--- config.mk ---
export PLATFORM = sky130hd
export DESIGN_NAME = seg_scan_ctrl
export DESIGN_NICKNAME = d
export VERILOG_FILES = /design/src/rtl/seg_scan_ctrl.sv
export SDC_FILE = /design/constraint.sdc
export NUM_CORES = 1
export LEC_CHECK = 0
export ABC_AREA = 0
export CORE_MARGIN = 2
export CORE_UTILIZATION = 45
export DETAILED_ROUTE_END_ITERATION = 6
export MAX_ROUTING_LAYER = met4
export PLACE_DENSITY = 0.74
export SLEW_MARGIN = 20
export SYNTH_ARGS = -nofsm -noshare
export SYNTH_HDL_FRONTEND = slang
export SYNTH_SLANG_ARGS = --single-unit
export TNS_END_PERCENT = 10
--- constraint.sdc ---
create_clock -name clk -period 2.3 [get_ports clk]
set_input_delay 0.46 -clock clk [delete_from_list [all_inputs] [get_ports clk]]
set_output_delay 0.46 -clock clk [all_outputs]
set_load 0.05 [all_outputs]
--- src/rtl/seg_scan_ctrl.sv ---
// rtl/seg_scan_ctrl.sv - 4-digit seven-segment scan controller with double-buffered value, optional SEG_SCAN_LZB_EN leading-zero blanking
module seg_scan_ctrl #(
  parameter int PRESCALE     = 50000,
  parameter int BLANK_CYCLES = 1000
) (
  input  logic        clk,
  input  logic        rst,
  input  logic [15:0] bcd_in,
  input  logic        load,
  output logic        load_ack,
  output logic [3:0]  digit,
  output logic [3:0]  seg_an,
  output logic        frame_done
);

  localparam int MAX_CNT = (PRESCALE > BLANK_CYCLES) ? PRESCALE : BLANK_CYCLES;
  localparam int CW      = $clog2(MAX_CNT + 1);
  localparam logic [CW-1:0] DRIVE_LAST = CW'(PRESCALE - 1);
  localparam logic [CW-1:0] BLANK_LAST = CW'(BLANK_CYCLES - 1);

  typedef enum logic {DRIVE, BLANK} state_t;

  state_t        state, state_nxt;
  logic [1:0]    sel, sel_nxt;
  logic [CW-1:0] cnt, cnt_nxt;
  logic          run;
  logic          boundary;
  logic [15:0]   active, active_nxt;
  logic [15:0]   pending;
  logic          pend_vld;

  // A digit is hidden when its nibble is not BCD, or (optionally) when it is a leading zero.
  function automatic logic digit_hidden(input logic [15:0] val, input logic [1:0] s);
    logic [3:0] nib;
    logic       hide;
    nib  = val[{s, 2'b00} +: 4];
    hide = (nib > 4'd9);
`ifdef SEG_SCAN_LZB_EN
    case (s)
      2'd3:    hide = hide | (val[15:12] == 4'd0);
      2'd2:    hide = hide | (val[15:8] == 8'd0);
      2'd1:    hide = hide | (val[15:4] == 12'd0);
      default: hide = hide;
    endcase
`endif
    return hide;
  endfunction

  // Scan state register; run stays low until the first edge after reset so that edge starts a frame.
  always_ff @(posedge clk or posedge rst) begin
    if (rst) begin
      state <= DRIVE;
      sel   <= 2'd0;
      cnt   <= '0;
      run   <= 1'b0;
    end else begin
      state <= state_nxt;
      sel   <= sel_nxt;
      cnt   <= cnt_nxt;
      run   <= 1'b1;
    end
  end

  // Next-state logic: slot sequencing, frame boundary detection and active-buffer selection.
  always_comb begin
    state_nxt  = state;
    sel_nxt    = sel;
    cnt_nxt    = cnt + 1'b1;
    boundary   = 1'b0;
    active_nxt = active;
    if (!run) begin
      state_nxt = DRIVE;
      sel_nxt   = 2'd0;
      cnt_nxt   = '0;
      boundary  = 1'b1;
    end else if (state == DRIVE) begin
      if (cnt == DRIVE_LAST) begin
        cnt_nxt = '0;
        if (BLANK_CYCLES == 0) begin
          sel_nxt  = sel + 2'd1;
          boundary = (sel == 2'd3);
        end else begin
          state_nxt = BLANK;
        end
      end
    end else begin
      if (cnt == BLANK_LAST) begin
        cnt_nxt   = '0;
        state_nxt = DRIVE;
        sel_nxt   = sel + 2'd1;
        boundary  = (sel == 2'd3);
      end
    end
    if (boundary) begin
      if (load) begin
        active_nxt = bcd_in;
      end else if (pend_vld) begin
        active_nxt = pending;
      end
    end
  end

  // Double buffer: loads park in pending and are promoted only at a frame boundary.
  always_ff @(posedge clk or posedge rst) begin
    if (rst) begin
      active   <= 16'd0;
      pending  <= 16'd0;
      pend_vld <= 1'b0;
    end else begin
      active <= active_nxt;
      if (load) begin
        pending <= bcd_in;
      end
      if (boundary) begin
        pend_vld <= 1'b0;
      end else if (load) begin
        pend_vld <= 1'b1;
      end
    end
  end

  // Registered outputs reflect the state being entered on this edge.
  always_ff @(posedge clk or posedge rst) begin
    if (rst) begin
      seg_an     <= 4'b1111;
      digit      <= 4'd0;
      load_ack   <= 1'b0;
      frame_done <= 1'b0;
    end else begin
      seg_an <= 4'b1111;
      if (state_nxt == DRIVE) begin
        digit <= active_nxt[{sel_nxt, 2'b00} +: 4];
        if (!digit_hidden(active_nxt, sel_nxt)) begin
          seg_an <= ~(4'b0001 << sel_nxt);
        end
      end
      load_ack   <= boundary & (load | pend_vld);
      frame_done <= boundary;
    end
  end

endmodule

==> flow_summary.ini <==
[pwr]
p_seq_frac = 0.453
clockPowerShare = 0.389
power_density_nw_per_um2 = 640
vdd_drop_max_v = 0.000317
power.switching_mw = 0.721
p_leak_nw = 1.94
p_int_mw = 2.02
p_total_mw = 2.74
switching_share = 0.263
pwr-share-comb = 0.159

[cts]
cts_inserted_buffers = 9
htreeDepth = 3
path_clk_slew_ps = 70
insertion_delay_ps = 350
cts_sinks = 63
clockBufferDepth = 2
cts_root_buf = clkbuf_8
cts_tree = done

[sta]
rsz0062_at_grt = true
fin_crit_ps = 2480
hold_violations = 0
slew_headroom = 0.630
period_share = 1.08
drv_slew = 0
setup_viol = 6
timing.final.ws_setup_ps = -176
tns_ps = -772
worstMarginPinSlew_ps = 552
fmax_mhz = 404
fin_skew_ps = 14.4

[placed_design]
dp_hpwl_um = 4780
io_buffers = 28
gp_congestion = 0.834
place_area_um2 = 3770

[worst_setup_path]
cpMaxStageDelayCell = clkdlybuf4s50_1
arrival_ps = 2740
cp_max_fo = 5
worstSetupPathType = in -> reg
path_cells = clkdlybuf4s50_1 > nor2_2 > nor4b_4 > buf_4 > a21boi_4 > mux2i_2 > o21ai_2 > a2111oi_4 > o21bai_1
end_kind = register
required_ps = 2560
cp-start-kind = input pin
slowest_delay_ps = 540

[detailed_routing]
first_iter_violations = 127
detail_route.wl_per_cell_um = 15.4
drt_wl_total_um = 7080
drt_first_pass_iters = 4
vias = 2419
postRouteAntennaNets = 0
remaining_drc_errors = 0
via_per_inst = 5.28

[yosys]
syn_area_um2 = 3030
synth-edff-count = 0
synthArstFlopShare = 1.00
ys_seq_area_frac = 0.521
ys_types = 58
synth_nets = 297
syn_inst = 276
ys_warn_count = 0
yosys.area.top_type_share = 0.487
ys_ff_latch = 63
synth_top_area_cell = dfrtp_1
syn_avg_cell_area_um2 = 11.0
synthTopCellsByArea = dfrtp_1 (49%), mux2_2 (5.9%), nor2_1 (4.2%)
synth_ff_type = dfrtp_1

[job]
drv_cap = 0

[floorplan]
ios = 29
start_util = 0.472
die_y_um = 86.1
die_w_um = 86.1
num_rows = 29
dieArea_um2 = 7410
core_area_um2 = 6420

[outcome]
failed_checks = setup timing
status = finished with violations

[min_path]
min_path_type = in -> async

[global_route]
antenna_found_initial = 0
grt_max_degree = 31
grt_pass1_wl_um = 10900
grt_use_total = 0.198
grt_overflow_total = 0
grt_pass1_vias = 2368

[cells_and_area]
area_delta_synth_final_pct = 41.4
layout-drive-gt1-share = 0.373
diodes = 0
nNetsFinal = 397
fin_area_um2 = 4290
fin_util = 0.668
-- Yosys cell counts (5+ instances only) --
library cell	number
a21oi_1	9
dfrtp_1	59
inv_1	20
mux2_2	16
mux2i_1	6
nand2_1	17
nand3_1	13
nor2_1	34
nor3_1	5
o22ai_1	5
xnor2_1	7
xor2_1	7
-- cell families after synthesis --
| kind of cell | count (synthesis) | share of synthesized area |
|---|---|---|
| simple gates | 96 | 0.172 |
| flops | 63 | 0.521 |
| compound gates | 46 | 0.122 |
| buf+inv | 29 | 0.0412 |
| mux | 25 | 0.0941 |
| xor+xnor | 14 | 0.0404 |
| fa+ha+maj | 2 | 0.00825 |
| other cells | 1 | 0.00124 |
-- registers in the layout, summed over array words and instances, names as in the netlist --
signal and cells:
sel 2, run 1, digit 4, seg_an 4
cnt 16, frame_done 1, load_ack 1, state 1
pending 16, pend_vld 1, active 16
-- cell type report --
| type | count | area, µm² |
|---|---|---|
| timing repair buffer | 96 | 840 |
| clock inverter | 7 | 96.3 |
| multi-input combinational | 185 | 1470 |
| fill | 469 | 2130 |
| tap | 77 | 96.3 |
| sequential | 63 | 1580 |
| inverter | 21 | 81.3 |
| clock buffer | 9 | 124 |
-- worst max-delay path: cells and delay by family --
kind / cells / cell delay (ps)
AO/OA/AOI/OAI: 4 / 960
buffers and inverters: 2 / 700
AND/OR/NAND/NOR: 2 / 320
multiplexers: 1 / 300
-- placed cells by master, fill, tap and decap left out, types with 3 or more instances in the layout --
cell,instances
inv_1,19
a31oi_4,3
nand3_1,13
nand2_1,16
nor2_1,32
nor2_2,3
clkbuf_8,9
xnor2_1,7
mux2_2,16
o21ai_0,3
a21oi_1,8
nor3_1,5
o21bai_1,4
clkdlybuf4s50_1,28
o22ai_1,4
buf_4,62
xor2_1,7
mux2i_1,3
mux2i_4,3
a22o_1,3
dfstp_2,4
dfrtp_1,59
buf_6,3
buf_12,3
-- power groups by stage --
| stage | Combinational [mW] | Clock (mW) | Sequential [mW] |
|---|---|---|---|
| floorplan | 0.199 | 0 | 1.30 |
| global placement | 0.385 | 0 | 1.26 |
| detailed placement | 0.396 | 0 | 1.26 |
| CTS | 0.401 | 1.09 | 1.24 |
| global route | 0.470 | 1.14 | 1.25 |
| finish | 0.435 | 1.07 | 1.24 |
-- worst paths after layout --
path	start	to	slack [ps]	cells past startpoint
setup / recovery	load	seg_an[0]	-180	9
min in group clk	pending[1]	pending[1]	480	1
setup reg to reg	cnt[14]	seg_an[0]	-100	9
hold reg to reg	pending[1]	pending[1]	480	1
max in group asynchronous	rst	cnt[3]	1290	3
hold / removal	rst	digit[0]	460	2
-- routing by layer --
metal / up-vias / track usage / routed length [µm]
met1: 1185 / 0.242 / 3020
met2: 58 / 0.313 / 3590
met4: 0 / 0.0837 / 160
met3: 16 / 0.0510 / 304
met5: - / - / 0
li1: 1160 / - / -
-- repair_timing --
action                                  4_1_cts  5_1_grt
gates cloned                                  0        1
resized for setup                             5       29
buffers inserted                              0       15
endpoints found under the setup margin        6        7
hold buffers                                  0        0
pin swaps                                     2       19
-- stage by stage --
| step | hold WS, ps | setup WS (ps) | std cells |
|---|---|---|---|
| detailed placement | 466 | -560 | 426 |
| global route | 487 | -230 | 458 |
| finish | 461 | -176 | 458 |
| global placement | 454 | -482 | 426 |
| CTS | 457 | -27.0 | 442 |
| floorplan | 425 | 47.0 | 276 |
No activity file was read; power rests on OpenSTA's default activity.
